===== src/rtl/video_sync_normaliser.sv =====
`default_nettype none
// ============================================================================
//  Module      : video_sync_normaliser
//  Description : Detects hsync/vsync polarity, re-times sync/blank/RGB by one
//                pixel enable and emits active-low HS/VS/CS with blanked RGB.
//  Revision    : 1.0  initial release
// ============================================================================
module video_sync_normaliser #(
    parameter int HCNT_W = 12,
    parameter int VCNT_W = 11
) (
    input  logic       clk_sys,
    input  logic       reset,
    input  logic       pixel_ena,
    input  logic       csync_en,
    input  logic       hb_in,
    input  logic       vb_in,
    input  logic       hs_in,
    input  logic       vs_in,
    input  logic [5:0] r_in,
    input  logic [5:0] g_in,
    input  logic [5:0] b_in,
    output logic       hs_out,
    output logic       vs_out,
    output logic       cs_out,
    output logic       hb_out,
    output logic       vb_out,
    output logic [5:0] r_out,
    output logic [5:0] g_out,
    output logic [5:0] b_out,
    output logic       hs_pol,
    output logic       vs_pol,
    output logic       locked
);

    localparam logic [HCNT_W-1:0] H_MAX = '1;
    localparam logic [HCNT_W-1:0] H_ONE = 1;
    localparam logic [VCNT_W-1:0] V_MAX = '1;
    localparam logic [VCNT_W-1:0] V_ONE = 1;

    logic              hsd_q, vsd_q;
    logic [HCNT_W-1:0] h_hi_q, h_hi_d, h_lo_q, h_lo_d;
    logic [VCNT_W-1:0] v_hi_q, v_hi_d, v_lo_q, v_lo_d;
    logic              hs_pol_q, hs_pol_d, hs_lock_q, hs_lock_d;
    logic              vs_pol_q, vs_pol_d, vs_lock_q, vs_lock_d;
    logic              h_new, v_new, locked_q;
    logic              hs_rise, vs_rise, hs_act, vs_act;

    logic              hs_out_q, vs_out_q, cs_out_q, hb_out_q, vb_out_q;
    logic [5:0]        r_out_q, g_out_q, b_out_q;

    assign hs_rise = ~hsd_q & hs_in;
    assign vs_rise = ~vsd_q & vs_in;

    // A short high phase relative to the low phase means the sync is active high.
    always_comb begin
        h_hi_d    = h_hi_q;
        h_lo_d    = h_lo_q;
        hs_pol_d  = hs_pol_q;
        hs_lock_d = hs_lock_q;
        h_new     = hs_pol_q;
        if (h_hi_q < h_lo_q)
            h_new = 1'b1;
        else if (h_hi_q > h_lo_q)
            h_new = 1'b0;
        if (hs_rise) begin
            hs_lock_d = (h_new == hs_pol_q);
            hs_pol_d  = h_new;
            h_hi_d    = '0;
            h_lo_d    = '0;
        end else begin
            if (hsd_q) begin
                if (h_hi_q != H_MAX) h_hi_d = h_hi_q + H_ONE;
            end else begin
                if (h_lo_q != H_MAX) h_lo_d = h_lo_q + H_ONE;
            end
            if (h_hi_q == H_MAX && h_lo_q == H_MAX) hs_lock_d = 1'b0;
        end
    end

    // Vertical measurement counts lines (raw hsync rising edges), not clocks.
    always_comb begin
        v_hi_d    = v_hi_q;
        v_lo_d    = v_lo_q;
        vs_pol_d  = vs_pol_q;
        vs_lock_d = vs_lock_q;
        v_new     = vs_pol_q;
        if (v_hi_q < v_lo_q)
            v_new = 1'b1;
        else if (v_hi_q > v_lo_q)
            v_new = 1'b0;
        if (vs_rise) begin
            vs_lock_d = (v_new == vs_pol_q);
            vs_pol_d  = v_new;
            v_hi_d    = '0;
            v_lo_d    = '0;
        end else begin
            if (hs_rise) begin
                if (vsd_q) begin
                    if (v_hi_q != V_MAX) v_hi_d = v_hi_q + V_ONE;
                end else begin
                    if (v_lo_q != V_MAX) v_lo_d = v_lo_q + V_ONE;
                end
            end
            if (v_hi_q == V_MAX && v_lo_q == V_MAX) vs_lock_d = 1'b0;
        end
    end

    always_ff @(posedge clk_sys) begin
        if (reset) begin
            hsd_q     <= 1'b0;
            vsd_q     <= 1'b0;
            h_hi_q    <= '0;
            h_lo_q    <= '0;
            v_hi_q    <= '0;
            v_lo_q    <= '0;
            hs_pol_q  <= 1'b0;
            hs_lock_q <= 1'b0;
            vs_pol_q  <= 1'b0;
            vs_lock_q <= 1'b0;
            locked_q  <= 1'b0;
        end else begin
            hsd_q     <= hs_in;
            vsd_q     <= vs_in;
            h_hi_q    <= h_hi_d;
            h_lo_q    <= h_lo_d;
            v_hi_q    <= v_hi_d;
            v_lo_q    <= v_lo_d;
            hs_pol_q  <= hs_pol_d;
            hs_lock_q <= hs_lock_d;
            vs_pol_q  <= vs_pol_d;
            vs_lock_q <= vs_lock_d;
            locked_q  <= hs_lock_q & vs_lock_q;
        end
    end

    // hs_act/vs_act are the syncs made active-high using the detected polarity.
    assign hs_act = hs_in ^ ~hs_pol_q;
    assign vs_act = vs_in ^ ~vs_pol_q;

    always_ff @(posedge clk_sys) begin
        if (reset) begin
            hs_out_q <= 1'b1;
            vs_out_q <= 1'b1;
            cs_out_q <= 1'b1;
            hb_out_q <= 1'b0;
            vb_out_q <= 1'b0;
            r_out_q  <= '0;
            g_out_q  <= '0;
            b_out_q  <= '0;
        end else if (pixel_ena) begin
            hs_out_q <= ~hs_act;
            vs_out_q <= ~vs_act;
            cs_out_q <= csync_en ? ~(hs_act ^ vs_act) : ~hs_act;
            hb_out_q <= hb_in;
            vb_out_q <= vb_in;
            r_out_q  <= (hb_in | vb_in) ? 6'd0 : r_in;
            g_out_q  <= (hb_in | vb_in) ? 6'd0 : g_in;
            b_out_q  <= (hb_in | vb_in) ? 6'd0 : b_in;
        end
    end

    assign hs_out = hs_out_q;
    assign vs_out = vs_out_q;
    assign cs_out = cs_out_q;
    assign hb_out = hb_out_q;
    assign vb_out = vb_out_q;
    assign r_out  = r_out_q;
    assign g_out  = g_out_q;
    assign b_out  = b_out_q;
    assign hs_pol = hs_pol_q;
    assign vs_pol = vs_pol_q;
    assign locked = locked_q;

endmodule
`default_nettype wire


===== config.mk =====
export PLATFORM = sky130hd
export DESIGN_NAME = video_sync_normaliser
export DESIGN_NICKNAME = d
export VERILOG_FILES = /design/src/rtl/video_sync_normaliser.sv
export SDC_FILE = /design/constraint.sdc
export NUM_CORES = 1
export LEC_CHECK = 0
export CORE_MARGIN = 2
export CORE_UTILIZATION = 55
export CTS_CLUSTER_SIZE = 12
export DETAILED_ROUTE_END_ITERATION = 10
export GPL_TIMING_DRIVEN = 0
export PLACE_DENSITY = 0.9
export SYNTH_ARGS = -nofsm -noshare
export SYNTH_HDL_FRONTEND = slang
export SYNTH_SLANG_ARGS = --single-unit

===== constraint.sdc =====
create_clock -name clk_sys -period 2.74 [get_ports clk_sys]
set_clock_uncertainty 0.05 [all_clocks]
set_input_delay 0.822 -clock clk_sys [delete_from_list [all_inputs] [get_ports clk_sys]]
set_output_delay 0.822 -clock clk_sys [all_outputs]
set_load 0.03 [all_outputs]

==> impl_metrics.tcl <==
set metrics [dict create \
    worstMarginPinSlew_ns 0.764 \
    yosys.area.top_type "dfxtp_1" \
    synthTopCellsByArea "dfxtp_1 (40%), ha_1 (9.0%), nor2_1 (7.7%), xnor2_1 (7.0%), a21oi_1 (4.5%)" \
    crit_path_end_kind "flop" \
    overflow 0 \
    synthTopCellsByCount "nor2_1 (77), dfxtp_1 (76), a21oi_1 (34)" \
    cts_buffer_depth 2 \
    die_w_um 86.8 \
    gp_congestion 0.887 \
    ys_types 41 \
    maxSlewHeadroom_pct 48.6 \
    period_needed_ns 2.60 \
    area_growth_pct 21.8 \
    synth_edf_count 0 \
    pre_cts_slack_ns -0.357 \
    drv_cap 0 \
    drcViolationCount 0 \
    cellPowerDensity_nw_per_um2 490 \
    synth.top_cell.area_share_pct 40.3 \
    routed_wl_um 8550 \
    final_nets 564 \
    place_inst 580 \
    finalSetupTns_ns 0 \
    yosysWarnings 0 \
    r2r_slack_ns 0.46 \
    cp_max_fo 9 \
    synth-seq-cells 76 \
    max_freq_mhz 385 \
    synth-async-reset-ratio_pct 0 \
    die_area_sq_um 7540 \
    synth_area_sq_um 3770 \
    viasPerCell 5.52 \
    cts_buffers 9 \
    fill_cells 475 \
    layout-drive-gt1-share_pct 4.46 \
    dpl_cell_area_sq_um 4380 \
    vias 3287 \
    cts_root_buf "clkbuf_8" \
    place_hpwl_um 6150 \
    ir_drop_v 0.000406 \
    crit_arrival_ns 2.83 \
    startpoint "hs_in" \
    grt_pass1_wl_um 14100 \
    status "finished, final reports clean" \
    r2r_start "h_lo_q[0]$_SDFFE_PP0P_" \
    seq_area_frac_synth_pct 40.3 \
    fin_area_sq_um 4600 \
    synth_fp_nets 502 \
    io_pins 52 \
    syn_inst 449 \
    grt_pass1_vias 3155 \
    drt_pass1_iterations 5 \
    holdPathStages 2 \
    finalNonFillerCells 596 \
    r2r_end "h_lo_q[7]$_SDFFE_PP0P_" \
    drt_iter0_drc 157 \
    hp-start "vs_lock_q$_SDFFE_PP0P_" \
    grt_setup_unrepaired "no" \
    synth_top_flop_cell "dfxtp_1" \
    wl_per_cell_um 14.3 \
    clkTransAtPathRegs_ns 0.08 \
    min_path_type "flop to flop" \
    start_util_pct 56.2 \
    crit_required_ns 2.97 \
    grt.total_usage_pct 23.5 \
    grt_max_degree 15 \
    clock_sinks 76 \
    hold_viol 0 \
    setup_ws_ns 0.144 \
    antenna_left 0 \
    cts_max_level 3 \
    fin_crit_sh_pct 94.7 \
    critPathKind "input port to flop" \
    cp-endpoint "v_hi_q[8]$_SDFFE_PP0P_" \
    finalCoreUtilization_pct 68.4 \
    crit_path_start_kind "input port" \
    setup_viol 0 \
    power.leakage_nw 1.70 \
    diodes 0 \
    slew_violations 0 \
    dieHeight_um 86.8 \
    clk_latency_ns 0.36 \
    yosysMostFrequentCell "nor2_1" \
    core_region_area_sq_um 6720 \
    antenna_found_initial 0 \
    cts_tree "built" \
    avgSynthCellArea_sq_um 8.40 \
    reg2reg_depth 7 \
    rows 30 \
    port_buffers 51 \
]
registers in the layout, indices dropped and copies added (netlist names):
register   flops
h_lo_q        12
vs_lock_q      1
v_lo_q        11
r_out          6
vb_out         1
b_out          6
g_out          6
hs_lock_q      1
vs_out         1
h_hi_q        12
vs_pol         1
hs_out         1
hs_pol         1
hsd_q          1
locked         1
cs_out         1
hb_out         1
v_hi_q        11
vsd_q          1
critical path, cell delays in order:
cell and delay (ns):
clkdlybuf4s50_1 0.59, nand2b_4 0.07, buf_6 0.14, a311o_1 0.34
buf_6 0.15, or2_4 0.25, or3_1 0.31, a21oi_1 0.15
layer usage:
metal	vias to the layer above	routed length (um)	share of wire (%)	global-route usage, %
li1	1652	-	-	-
met1	1512	3620	42	28.0
met2	98	4260	50	39.6
met3	25	476	5.6	7.05
met4	0	190	2.2	9.52
met5	-	0	0	0
cell usage in the layout, fill, tap and decap left out, drive strengths merged, types with 2 or more instances in the layout:
| cell type | n |
|---|---|
| ha | 27 |
| clkbuf | 21 |
| nor4 | 6 |
| or3 | 2 |
| nand2b | 4 |
| and4 | 8 |
| nor3 | 9 |
| a211oi | 4 |
| nand2 | 25 |
| o21ai | 10 |
| buf | 3 |
| xnor2 | 30 |
| xor2 | 9 |
| nand4 | 17 |
| and3 | 5 |
| nor2b | 24 |
| mux2i | 5 |
| clkinvlp | 3 |
| dfxtp | 76 |
| nor2 | 77 |
| nand3 | 15 |
| and2 | 2 |
| clkdlybuf4s50 | 51 |
| inv | 32 |
| or2 | 2 |
| a21oi | 34 |
worst min-delay path by stage:
| stage | slack, ns | to |
|---|---|---|
| 2_1_floorplan | 0.36 | locked$_SDFF_PP0_ |
| 3_3_place_gp | 0.37 | locked$_SDFF_PP0_ |
| 3_5_place_dp | 0.38 | locked$_SDFF_PP0_ |
| 4_1_cts | 0.39 | locked$_SDFF_PP0_ |
| 5_1_grt | 0.42 | locked$_SDFF_PP0_ |
| 6_report | 0.40 | locked$_SDFF_PP0_ |
logic make-up (layout without fill, tap and decap cells):
family,count (synthesis),count (layout),share of synthesized area (%)
buffers and inverters,44,111,4.77
AND/OR/NAND/NOR,200,200,26.6
adder cells (fa/ha/maj),27,27,8.95
AO/OA/AOI/OAI,58,58,8.99
multiplexers,5,5,1.33
XOR/XNOR,39,39,9.05
flip-flops,76,76,40.3
timing repair:
action / CTS / global route
resized for setup: 1 / 0
buffers inserted: 0 / 0
hold buffers: 0 / 0
endpoints found under the setup margin: 8 / 0
cell type report:
cell class | instances | area (sq um) | area share (%)
clock inverters | 6 | 70.1 | 1.52
repair buffers | 51 | 510 | 11.1
inverters | 30 | 113 | 2.45
well taps | 80 | 100 | 2.18
clock buffers | 10 | 138 | 2.99
flip-flops and latches | 76 | 1520 | 33.1
multi-input cells | 329 | 2080 | 45.2
plain buffers | 14 | 67.6 | 1.47
power by group:
part	switching, mW	leakage, nW	internal (mW)
Sequential	0.0189	0.616	1.13
Combinational	0.122	0.984	0.104
Clock	0.428	0.0955	0.451
per-stage QoR:
step	power (mW)	hold slack (ns)
after detailed placement	1.39	0.383
after floorplan	1.29	0.360
after CTS	2.26	0.394
final	2.25	0.398
after global placement	1.38	0.370
after global routing	2.34	0.421
Power figures use the tool's default switching activity.
==> edit 1 (same settings) <==
Reset style: asynchronous (`reset`), changed in 2 clocked blocks.
--- a/src/rtl/video_sync_normaliser.sv
+++ b/src/rtl/video_sync_normaliser.sv
@@ -108,3 +108,3 @@
 
-    always_ff @(posedge clk_sys) begin
+    always_ff @(posedge clk_sys or posedge reset) begin
         if (reset) begin
@@ -140,3 +140,3 @@
 
-    always_ff @(posedge clk_sys) begin
+    always_ff @(posedge clk_sys or posedge reset) begin
         if (reset) begin
Function: differs if reset is asserted again (counterexample within 4 cycles, from zero or initial values and one cycle with reset high); with reset held inactive, the same outputs for 10 cycles.
==> edit 1 against the original RTL <==
Register-to-register slack gained 0.07 ns; final area increased by 9.1%; sequential cell count stayed put; worst setup slack got worse by 0.062 ns; wire length increased by 19%; area after synthesis up 10%; critical path type unchanged; critical endpoint is now v_lo_q[8]$_DFFE_PP0P_.
Power is not compared: it rests on default switching activity, and its combinational part moved more than twofold at a synthesized area within 25%.
==> edit 1: results (changes against the original RTL) <==
status: finished clean
reg2reg start: v_lo_q[0]$_DFFE_PP0P_
Vias/cell: 5.94 (+7.8%)
Final Non-Filler Cells: 621 (+4.2%)
GPL Wtd Cong: 0.869 (-2.0%)
IO Port Bufs: 50 (-2.0%)
Placed Cells: 606 (+4.5%)
layout cells sized above 1: 0.0575 (+0.0129)
synth top area cells: dfrtp_1, ha_1, inv_1
post-detailed-placement half-perimeter wirelength: 7.36 mm (+20%)
fillcell total: 516 (+8.6%)
CP max stage delay: 0.63 ns (+0.04 ns)
Post-synth ARST share: 1.00 (+1.00)
crit path DAT: 2.84 ns (about the same)
Syn Nets: 508 (+1.2%)
Layout Nets: 571 (+1.2%)
First-pass DRT Iterations: 6 (+1)
worst r2r dst: v_lo_q[7]$_DFFE_PP0P_
dpl ws: -0.354 ns (+0.00360 ns)
via count of the first global-routing pass: 3654 (+16%)
Syn Inst Count: 455 (+1.3%)
sequential area share after synthesis: 0.458 (+0.0547)
final WL: 10.2 mm (+19%)
GRT Total Usage: 0.258 (+0.0230)
flop-to-flop setup slack: 0.53 ns (+0.07 ns)
ratio of final minimum period to clock period: 0.970 (+0.0227)
count of cell types in the netlist: 49 (+20%)
## edit 1: how the worst min path moves through the flow
stage,depth (start not counted),to,from
floorplan,1,locked$_DFF_PP0_,vs_lock_q$_DFFE_PP0P_
global placement,1,locked$_DFF_PP0_,hs_lock_q$_DFFE_PP0P_
detailed placement,1,locked$_DFF_PP0_,hs_lock_q$_DFFE_PP0P_
CTS,2,vs_out$_DFFE_PP1P_,vs_out$_DFFE_PP1P_
global route,1,locked$_DFF_PP0_,hs_lock_q$_DFFE_PP0P_
finish,2,vs_out$_DFFE_PP1P_,vs_out$_DFFE_PP1P_
## edit 1: area by class of cell
class	count	area [um^2]	area share
plain buffers	13	57.6	0.0115
multi-input cells	318	2020	0.403
well taps	99	124	0.0247
clock inverters	4	51.3	0.0102
clock buffers	11	131	0.0262
inverters	48	184	0.0367
repair buffers	52	541	0.108
flip-flops and latches	76	1910	0.380
## edit 1: metrics by stage
step / hold WS (ns) / power, mW / area (um^2)
final: 0.457 / 2.87 / 5010
after global routing: 0.472 / 2.99 / 5010
after CTS: 0.457 / 2.87 / 5010
after detailed placement: 0.443 / 2.05 / 4830
after global placement: 0.433 / 2.00 / 4790
after floorplan: 0.403 / 1.77 / 4170
## edit 1: metal layers
metal  wire, um  track usage  vias to the layer above  share of wire
li1           -            -                     1708              -
met1       4220        0.325                     1768           0.42
met2       4930        0.436                      178           0.49
met3        645       0.0448                       37          0.064
met4        350        0.119                        0          0.034
met5          0            0                        -              0
## edit 1: cell families (layout without fill, tap and decap cells)
family,after synthesis,after routing,share of synthesized area
and+or+nand+nor,173,173,0.206
muxes,7,7,0.0180
AOI/OAI and AO/OA,86,86,0.128
adders and majority gates,27,27,0.0812
xor gates and xnor gates,25,25,0.0526
DFF,76,76,0.458
buffers and inverters,61,128,0.0568
## edit 1: critical path: cells and delay by family
kind	cells	cell delay [ns]
xor+xnor	1	0.17
simple gates	4	1.20
buf+inv	1	0.63
## edit 1: where the power goes
part           internal (mW)  leakage [nW]  switching [mW]
clock network          0.417        0.0894           0.402
logic                  0.310          1.04           0.403
registers               1.24          1.01           0.101
==> edit 2 (config.mk and constraints unchanged) <==
Made on the original files. The parameter `VCNT_W` goes from 11 to 13.
--- a/src/rtl/video_sync_normaliser.sv
+++ b/src/rtl/video_sync_normaliser.sv
@@ -9,3 +9,3 @@
     parameter int HCNT_W = 12,
-    parameter int VCNT_W = 11
+    parameter int VCNT_W = 13
 ) (
Check against the original RTL: same outputs for any inputs over 4 cycles, from zero or initial values and one cycle with reset high; that may be too few to reach the edited logic, so the function may still have changed.
==> edit 2 against the original RTL <==
Core utilization is 1.0 points higher; register-to-register slack better by 0.10 ns; die area is 10% higher; wire length is 13% higher; sequential cell count is 4 higher; power is 11% higher; worst setup slack better by 0.13 ns; final area is 10% higher; non-clock buffer count is 4 higher; area after synthesis is 11% higher; critical endpoint is now v_lo_q[11]$_SDFFE_PP0P_.
==> edit 2: results (changes against the original RTL) <==
met2 routed WL: 4.71 mm (+10%)
first-pass GRT wire length: 16.6 mm (+18%)
post-detailed-placement half-perimeter wirelength: 7.09 mm (+15%)
Metal-1 WL: 4.28 mm (+18%)
Worst Setup EP: v_lo_q[11]$_SDFFE_PP0P_
GRT Total Usage: 0.243 (+0.00775)
GPL Wtd Cong: 0.905 (+2.0%)
met1 Resource Use GR: 0.309 (+0.0290)
met2 usage: 0.410 (+0.0149)
count of cell types in the netlist: 54 (+32%)
met3 wire len: 475 um (-0.21%)
worst r2r dst: v_hi_q[10]$_SDFFE_PP0P_
CP max stage delay: 0.56 ns (-0.03 ns)
Post-CTS Resized: 0 (-1)
status: finished clean
DR iter-0 viols: 239 (+52%)
via count of the first global-routing pass: 3583 (+14%)
First-pass DRT Iterations: 4 (-1)
met3 usage: 0.0606 (-0.00990)
final WL: 9.68 mm (+13%)
largest net degree at the start of global routing: 16 (+1)
layout cells sized above 1: 0.0701 (+0.0256)
Gate power share: 0.093 (-0.007)
reg2reg start: v_hi_q[0]$_SDFFE_PP0P_
crit path DAT: 2.65 ns (-0.18 ns)
biggest regs: v_hi_q (13), v_lo_q (13)
Syn Nets: 544 (+8.4%)
synth top area cells: dfxtp_1, ha_1, xnor2_1
placed instance area: 0.00482 mm^2 (+9.8%)
-- edit 2: worst min-delay path by stage --
stage / slack, ns / end / start / cells past startpoint
detailed placement: 0.40 / locked$_SDFF_PP0_ / vs_lock_q$_SDFFE_PP0P_ / 2
finish: 0.42 / locked$_SDFF_PP0_ / hs_lock_q$_SDFFE_PP0P_ / 2
global placement: 0.37 / locked$_SDFF_PP0_ / vs_lock_q$_SDFFE_PP0P_ / 2
CTS: 0.42 / locked$_SDFF_PP0_ / hs_lock_q$_SDFFE_PP0P_ / 2
global route: 0.46 / locked$_SDFF_PP0_ / vs_lock_q$_SDFFE_PP0P_ / 2
floorplan: 0.36 / locked$_SDFF_PP0_ / vs_lock_q$_SDFFE_PP0P_ / 2
-- edit 2: final cells by class --
| cell class | count | area (um^2) |
|---|---|---|
| multi-input combinational | 359 | 2380 |
| fill | 537 | 2230 |
| sequential | 80 | 1600 |
| timing repair buffer | 51 | 510 |
| clock buffer | 9 | 124 |
| clock inverter | 7 | 124 |
| tap | 99 | 124 |
| inverter | 32 | 120 |
| buffer | 18 | 81.3 |
-- edit 2: critical path, delay by kind of cell --
family / cells / cell delay [ns]
buf+inv: 2 / 0.77
xor+xnor: 1 / 0.18
simple gates: 4 / 0.87
-- edit 2: kinds of logic after synthesis --
logic type	share of synthesized area
compound gates	0.109
xor+xnor	0.0880
fa+ha+maj	0.0868
buf+inv	0.0482
flops	0.383
mux	0.0144
simple gates	0.271
-- edit 2: per-stage QoR --
stage,util,std cells,setup WS [ns],hold WS [ns]
floorplan,-,489,0.753,0.360
global route,0.694,655,0.113,0.458
finish,0.694,655,0.276,0.423
detailed placement,0.660,639,-0.0853,0.400
CTS,0.694,655,0.260,0.418
global placement,0.660,639,-0.0300,0.370
